$ cat config.mk
export PLATFORM = sky130hd
export DESIGN_NAME = mem_arbiter
export DESIGN_NICKNAME = d
export VERILOG_FILES = /design/src/rtl/mem_arbiter.sv
export SDC_FILE = /design/constraint.sdc
export NUM_CORES = 1
export LEC_CHECK = 0
export BUFFER_PORTS_ARGS = -buffer_cell sky130_fd_sc_hd__buf_2
export CORE_MARGIN = 8
export CORE_UTILIZATION = 40
export CTS_CLUSTER_DIAMETER = 150
export DETAILED_ROUTE_END_ITERATION = 16
export MAX_ROUTING_LAYER = met4
export PLACE_DENSITY_LB_ADDON = 0.12
export SLEW_MARGIN = 15
export SYNTH_ARGS = -nofsm -noshare
export SYNTH_HDL_FRONTEND = slang
export SYNTH_SLANG_ARGS = --single-unit
$ cat constraint.sdc
create_clock -name clk -period 1.75 [get_ports clk]
set_input_delay 0.0875 -clock clk [delete_from_list [all_inputs] [get_ports clk]]
set_output_delay 0.0875 -clock clk [all_outputs]
set_load 0.02 [all_outputs]
$ cat src/rtl/mem_arbiter.sv
// mem_arbiter: shares one memory port between the IFU and the LSU.
//
// One transaction is in flight at a time: a request is granted in IDLE,
// presented to memory in REQ, its response collected in RESP (bounded by a
// watchdog), and handed back to the issuing master in DELIVER. When both
// masters request together, the one not granted last time wins.
//
// Ports
//   clk, rst                    clock, synchronous active-high reset
//   ifu_req_*/ifu_addr          IFU read request (valid/ready handshake)
//   ifu_rsp_*/ifu_rdata         IFU response (rdata, timeout error flag)
//   lsu_req_*/lsu_addr/lsu_w*   LSU read/write request
//   lsu_rsp_*/lsu_rdata         LSU response (rdata is 0 for writes)
//   mem_req_*/mem_addr/mem_w*   registered request towards memory
//   mem_rsp_*/mem_rdata         memory response
// Parameter
//   TIMEOUT   cycles spent waiting in RESP before an error response is
//             produced; 0 disables the watchdog.
module mem_arbiter #(
    parameter int unsigned TIMEOUT = 255
) (
    input  logic        clk,
    input  logic        rst,

    input  logic        ifu_req_valid,
    output logic        ifu_req_ready,
    input  logic [31:0] ifu_addr,
    output logic        ifu_rsp_valid,
    input  logic        ifu_rsp_ready,
    output logic [31:0] ifu_rdata,
    output logic        ifu_rsp_err,

    input  logic        lsu_req_valid,
    output logic        lsu_req_ready,
    input  logic [31:0] lsu_addr,
    input  logic        lsu_wen,
    input  logic [31:0] lsu_wdata,
    input  logic [3:0]  lsu_wmask,
    output logic        lsu_rsp_valid,
    input  logic        lsu_rsp_ready,
    output logic [31:0] lsu_rdata,
    output logic        lsu_rsp_err,

    output logic        mem_req_valid,
    input  logic        mem_req_ready,
    output logic [31:0] mem_addr,
    output logic        mem_wen,
    output logic [31:0] mem_wdata,
    output logic [3:0]  mem_wmask,
    input  logic        mem_rsp_valid,
    output logic        mem_rsp_ready,
    input  logic [31:0] mem_rdata
);

    // Watchdog counter is at least 8 bits, wider only when TIMEOUT needs it.
    localparam int CW = (TIMEOUT > 255) ? $clog2(TIMEOUT + 1) : 8;
    localparam logic [CW-1:0] CNT_LAST = CW'(TIMEOUT - 1);
    localparam logic [CW-1:0] CNT_MAX  = '1;

    localparam logic M_IFU = 1'b0;
    localparam logic M_LSU = 1'b1;

    typedef enum logic [1:0] {
        IDLE    = 2'd0,
        REQ     = 2'd1,
        RESP    = 2'd2,
        DELIVER = 2'd3
    } state_t;

    state_t        state_q, state_d;
    logic          owner_q, owner_d;
    logic          last_q,  last_d;
    logic [31:0]   addr_q,  addr_d;
    logic          wen_q,   wen_d;
    logic [31:0]   wdata_q, wdata_d;
    logic [3:0]    wmask_q, wmask_d;
    logic [31:0]   rdata_q, rdata_d;
    logic          err_q,   err_d;
    logic [CW-1:0] cnt_q,   cnt_d;

    logic gnt_ifu;
    logic gnt_lsu;
    logic owner_rsp_ready;

    always_comb begin
        state_d = state_q;
        owner_d = owner_q;
        last_d  = last_q;
        addr_d  = addr_q;
        wen_d   = wen_q;
        wdata_d = wdata_q;
        wmask_d = wmask_q;
        rdata_d = rdata_q;
        err_d   = err_q;
        cnt_d   = cnt_q;
        gnt_ifu = 1'b0;
        gnt_lsu = 1'b0;
        owner_rsp_ready = (owner_q == M_LSU) ? lsu_rsp_ready : ifu_rsp_ready;

        case (state_q)
            IDLE: begin
                // A lone requester wins; on a tie the master not granted last wins.
                if (ifu_req_valid && (!lsu_req_valid || last_q == M_LSU)) begin
                    gnt_ifu = 1'b1;
                end else if (lsu_req_valid) begin
                    gnt_lsu = 1'b1;
                end

                if (gnt_ifu) begin
                    owner_d = M_IFU;
                    last_d  = M_IFU;
                    addr_d  = ifu_addr;
                    wen_d   = 1'b0;
                    wdata_d = '0;
                    wmask_d = '0;
                    state_d = REQ;
                end else if (gnt_lsu) begin
                    owner_d = M_LSU;
                    last_d  = M_LSU;
                    addr_d  = lsu_addr;
                    wen_d   = lsu_wen;
                    wdata_d = lsu_wdata;
                    wmask_d = lsu_wmask;
                    state_d = REQ;
                end
            end

            REQ: begin
                if (mem_req_ready) begin
                    cnt_d   = '0;
                    state_d = RESP;
                end
            end

            RESP: begin
                // A real response takes priority over the watchdog in the same cycle.
                if (mem_rsp_valid) begin
                    rdata_d = wen_q ? 32'd0 : mem_rdata;
                    err_d   = 1'b0;
                    state_d = DELIVER;
                end else if (TIMEOUT != 0) begin
                    if (cnt_q == CNT_LAST) begin
                        rdata_d = '0;
                        err_d   = 1'b1;
                        state_d = DELIVER;
                    end else if (cnt_q != CNT_MAX) begin
                        cnt_d = cnt_q + CW'(1);
                    end
                end
            end

            DELIVER: begin
                if (owner_rsp_ready) begin
                    state_d = IDLE;
                end
            end

            default: state_d = IDLE;
        endcase
    end

    always_ff @(posedge clk) begin
        if (rst) begin
            state_q <= IDLE;
            owner_q <= M_IFU;
            last_q  <= M_LSU;
            addr_q  <= '0;
            wen_q   <= 1'b0;
            wdata_q <= '0;
            wmask_q <= '0;
            rdata_q <= '0;
            err_q   <= 1'b0;
            cnt_q   <= '0;
        end else begin
            state_q <= state_d;
            owner_q <= owner_d;
            last_q  <= last_d;
            addr_q  <= addr_d;
            wen_q   <= wen_d;
            wdata_q <= wdata_d;
            wmask_q <= wmask_d;
            rdata_q <= rdata_d;
            err_q   <= err_d;
            cnt_q   <= cnt_d;
        end
    end

    assign ifu_req_ready = gnt_ifu;
    assign lsu_req_ready = gnt_lsu;

    assign mem_req_valid = (state_q == REQ);
    assign mem_rsp_ready = (state_q == RESP);
    assign mem_addr      = addr_q;
    assign mem_wen       = wen_q;
    assign mem_wdata     = wdata_q;
    assign mem_wmask     = wmask_q;

    assign ifu_rsp_valid = (state_q == DELIVER) && (owner_q == M_IFU);
    assign lsu_rsp_valid = (state_q == DELIVER) && (owner_q == M_LSU);
    assign ifu_rdata     = rdata_q;
    assign lsu_rdata     = rdata_q;
    assign ifu_rsp_err   = err_q;
    assign lsu_rsp_err   = err_q;

endmodule

# After elaboration in Yosys (flattened, before gate mapping)
# Index checks and enable logic that the tools add are counted.
# totals
register_bits,114
latch_bits,0
ramBits,0
romBits,0
inputBits,141
out_inout_bits,141
memories,0
# classes
add_sub_neg,1
n_mul,0
div_mod_pow,0
order_cmp,0
n_eq_ne,12
shifts,0
muxes,35
bitwise_logic,1
reduce_logical,13
# op_table
cell,n
32-bit 2-to-1 mux,7
8-bit 2-to-1 mux,4
8-bit case mux with 2 select lines,1
1-bit 2-to-1 mux,14
2-bit 2-to-1 mux,6
8-bit by 1-bit adder with 8-bit output (second input constant),1
8-bit equality test (second input constant),1
4-bit 2-to-1 mux,2
8-bit inequality test (second input constant),1
2-bit case mux with 4 select lines,1
2-bit inequality test (second input constant),3
2-bit nonzero test,3
5-bit AND reduction,1
2-bit equality test (second input constant),2
2-bit by 1-bit inequality test with 1-bit output (second input constant),2
2-bit AND reduction,2
4-bit AND reduction,1
1-bit logical AND,3
3-bit by 2-bit inequality test with 1-bit output (second input constant),1
3-bit inequality test (second input constant),1
2-bit by 1-bit equality test with 1-bit output (second input constant),1
2-bit logical NOT,1
1-bit logical NOT,1
1-bit logical OR,1
1-bit inverter,1

# Longest topological paths before layout
# logic_depth
ltp_word,8
mapped_depth,8
depth_no_buf,6

# Worst setup path before layout
# No wires, ideal clock.
# synth_timing
path_kind,register -> register
start,register cnt_q[0]
end,register cnt_q[7]
setup_time_ps,95
arrival_ps,1767
required_ps,1655
setup_slack_ps,-112
path_stages_with_launch,7
path_buffers,0
synth_period_minus_slack_ps,1862
path_cell_list,dfxtp_1 -> inv_1 -> ha_1 -> or2_4 -> a2111oi_4 -> or4b_1 -> o311ai_1
# synth_via
elab_chain_len,5
# synth_rtl
item,line_no,source
"start, declared",79,"logic [CW-1:0] cnt_q, cnt_d;"
"start signal, assigned",184,cnt_q <= cnt_d;
8-bit by 1-bit adder with 8-bit output,147,cnt_d = cnt_q + CW'(1);
8-bit 2-to-1 mux,146,end else if (cnt_q != CNT_MAX) begin
8-bit 2-to-1 mux,142,if (cnt_q == CNT_LAST) begin
8-bit 2-to-1 mux,137,if (mem_rsp_valid) begin
8-bit case mux with 2 select lines,100,case (state_q)
# Parallel ways exist; a longest one is shown, timed or not. The select of a mux whose other input is x is not followed.
# A chain may end at the register's enable or synchronous reset.

# Final worst setup path
# layout_timing
start,register cnt_q[1]
end,register cnt_q[7]
# The elaborated chain is that of the path after synthesis.

==> flow_summary.yaml <==
status:
  status: "finished clean"
sta:
  fmax_mhz: 578
  setup_viol: 0
  finalClockSkew_ns: 0.00860
  relSlewSlack_pct: 67.0
  period_minus_slack_ns: 1.73
  fin_ws_ns: 0.0210
  hold_viol_final: 0
  final_max_slew_viol_count: 0
  finalCritPeriodShare_pct: 98.8
  setup_tns_ns: 0
  hold_slack_ns: 0.0112
  tightest_slew_ns: 0.494
  rsz0062_at_grt: "yes"
yosys:
  postSynthCellCount: 540
  synthArstFlopShare_pct: 0
  yosysSeqAreaShare_pct: 46.2
  synth_seq_cells: 114
  synthFlopType: "dfxtp_1"
  synth_edf_count: 0
  ys_types: 46
  yosysWarnings: 0
  synth_nets: 688
  avgSynthCellArea_um2: 9.15
  syn-cell-area_um2: 4940
floorplan:
  num_rows: 40
  die_w_um: 127
  core_area_um2: 12100
  die_area_um2: 16200
  die_h_um: 127
  ios: 282
  start_util_pct: 41.0
critical_path:
  path_delay_family: "simple AND/OR/NAND/NOR gates"
  critPathRequiredTime_ns: 2.07
  crit_buf_inv: 0
  cp.arrival_ns: 2.05
  cp_slowest_stage_delay_ns: 0.46
  cp_max_fo: 4
  slowest_stage: "or4b_1"
  critPathKind: "flop to flop"
  crit_chain: "ha_1, or2_4, a2111oi_4, or4b_1, o311ai_1"
  worstSetupStartpointType: "flop"
  endpoint_kind: "flop"
layout:
  fin_util_pct: 64.4
  design_area_um2: 7770
  fin_nets: 1009
  area_delta_synth_final_pct: 57.1
  drive_above_1_share_pct: 40.8
  filler_cell_count: 986
min_path:
  hold_path_class: "primary input to flop"
placed_design:
  io_buffer_count: 281
  dp_hpwl_mm: 11.8
  placed_area_um2: 6400
  dp_slack_ns: -0.0960
  gp_congestion: 0.855
cts:
  htreeDepth: 4
  numCtsBuffers: 17
  insertion_delay_ns: 0.41
  tritoncts: "built"
  cts_sinks: 114
  root_buffer: "clkbuf_16"
  cts.clk_slew.worst_paths_ns: 0.05
  clockBufferDepth: 2
drt:
  drt-vias-per-instance: 4.99
  drt_iter0_markers: 257
  antenna_left: 0
  routedWlPerCell_um: 16.3
  vias: 5203
  wl_mm: 17.0
  route.detailed.drc: 0
  dr.pass1.iters: 5
power_and_ir_drop:
  pwr_density_cell_nw_per_um2: 1310
  max-vdd-ir-drop_mv: 0.859
  power.leakage_nw: 3.71
flow_run:
  max_cap_viol_count: 0
global_routing:
  grt_start_max_net_pins: 65
  grt-busiest-layer: "met2"
  grt.total_usage_pct: 21.2
  use_met1_pct: 22.2
  grt_util_met2_pct: 36.7
  grt_pass1_wl_mm: 27.1
  grt_pass1_vias: 5484
  use_met3_pct: 6.53
  overflow: 0
  antenna_found_initial: 1
## layout by cell type, fill, tap and decap left out, drive strengths merged, types with 17 or more instances in the layout
master | synthesis | routed
dlygate4sd3 | 0 | 69
a22oi | 54 | 54
nand2 | 26 | 26
a21oi | 23 | 23
dfxtp | 114 | 114
nor2 | 92 | 92
nand4b | 17 | 17
mux2i | 36 | 36
clkbuf | 30 | 26
a211oi | 35 | 35
buf | 46 | 308
## state kept, by name, indices dropped and copies added, names as in the netlist
signal / cells
mem_addr: 32
mem_wen: 1
cnt_q: 8
ifu_rdata: 32
mem_wdata: 32
mem_wmask: 4
ifu_rsp_err: 1
owner_q: 1
last_q: 1
state_q: 2
## power by group
| group | internal (mW) | switching (mW) | total (mW) |
|---|---|---|---|
| sequential | 3.04 | 0.261 | 3.30 |
| combinational | 1.43 | 2.12 | 3.54 |
| clock | 2.23 | 1.13 | 3.36 |
| total | 6.70 | 3.51 | 10.2 |
## through the flow
step           instances  power [mW]
3_3_place_gp         935        6.56
3_5_place_dp         935        6.63
5_1_grt             1042        10.8
4_1_cts             1040        10.2
2_1_floorplan        540        5.46
6_report            1042        10.2
## logic make-up (layout without fill, tap and decap cells)
family,count (synthesis),count (layout),synth area share [%]
AOI/OAI and AO/OA,135,135,19.6
DFF,114,114,46.2
and+or+nand+nor,164,164,15.8
other,0,1,0
buffers and inverters,84,417,9.29
adders and majority gates,7,7,1.77
muxes,36,36,7.29
## path summary, 6_finish.rpt
check,startpoint,endpoint,slack (ns),cells past startpoint
worst min register to register,ifu_rdata[3],ifu_rdata[3],0.47,2
worst max-delay path,cnt_q[1],cnt_q[7],0.02,5
worst min-delay path,ifu_addr[16],mem_addr[16],0.01,3
worst max register to register,cnt_q[1],cnt_q[7],0.02,5
## timing repair
| action | 4_1_cts | 5_1_grt |
|---|---|---|
| hold buffers | 69 | 0 |
| pin swaps | 4 | 2 |
| setup endpoints to repair | 19 | 6 |
| resized for setup | 5 | 8 |
| cloned | 1 | 0 |
| setup buffers | 4 | 1 |
| endpoints found under the hold margin | 69 | 0 |
## cell usage after synthesis, drive strengths merged (2+ instances only)
| cell type | instances | area share (%) |
|---|---|---|
| dfxtp | 114 | 46 |
| nor2 | 92 | 7.0 |
| a22oi | 54 | 8.2 |
| buf | 46 | 6.4 |
| mux2i | 36 | 7.3 |
| a211oi | 35 | 5.3 |
| clkbuf | 30 | 2.3 |
| nand2 | 26 | 2.0 |
| a21oi | 23 | 2.3 |
| nand4b | 17 | 3.0 |
| inv | 8 | 0.61 |
| o21ai | 8 | 0.89 |
| ha | 7 | 1.8 |
| nand3 | 5 | 0.51 |
| nor3 | 5 | 0.51 |
| nor2b | 4 | 0.51 |
| a31oi | 3 | 0.38 |
| a41oi | 2 | 0.35 |
| and4 | 2 | 0.38 |
| nand2b | 2 | 0.25 |
| nand4 | 2 | 0.25 |
| o211ai | 2 | 0.30 |
## routing by layer
layer	vias to the layer above	routed length, µm
met5	-	0
met1	2420	6710
met2	202	8860
met3	23	1090
met4	0	332
li1	2558	-
## final cells by class
class / instances / area, µm² / share of cell area [%]
well taps: 168 / 210 / 2.71
inverters: 8 / 32.5 / 0.419
clock buffers: 26 / 499 / 6.43
flip-flops and latches: 114 / 2290 / 29.5
clock inverters: 5 / 75.1 / 0.966
diodes: 1 / 2.50 / 0.0322
multi-input cells: 342 / 2260 / 29.1
repair buffers: 378 / 2400 / 30.9
## worst min-delay path: cells and delay by family
kind / cells / cell delay, ns
muxes: 1 / 0.11
buffers and inverters: 1 / 0.10
AOI/OAI and AO/OA: 1 / 0.08
Power figures use the tool's default switching activity.
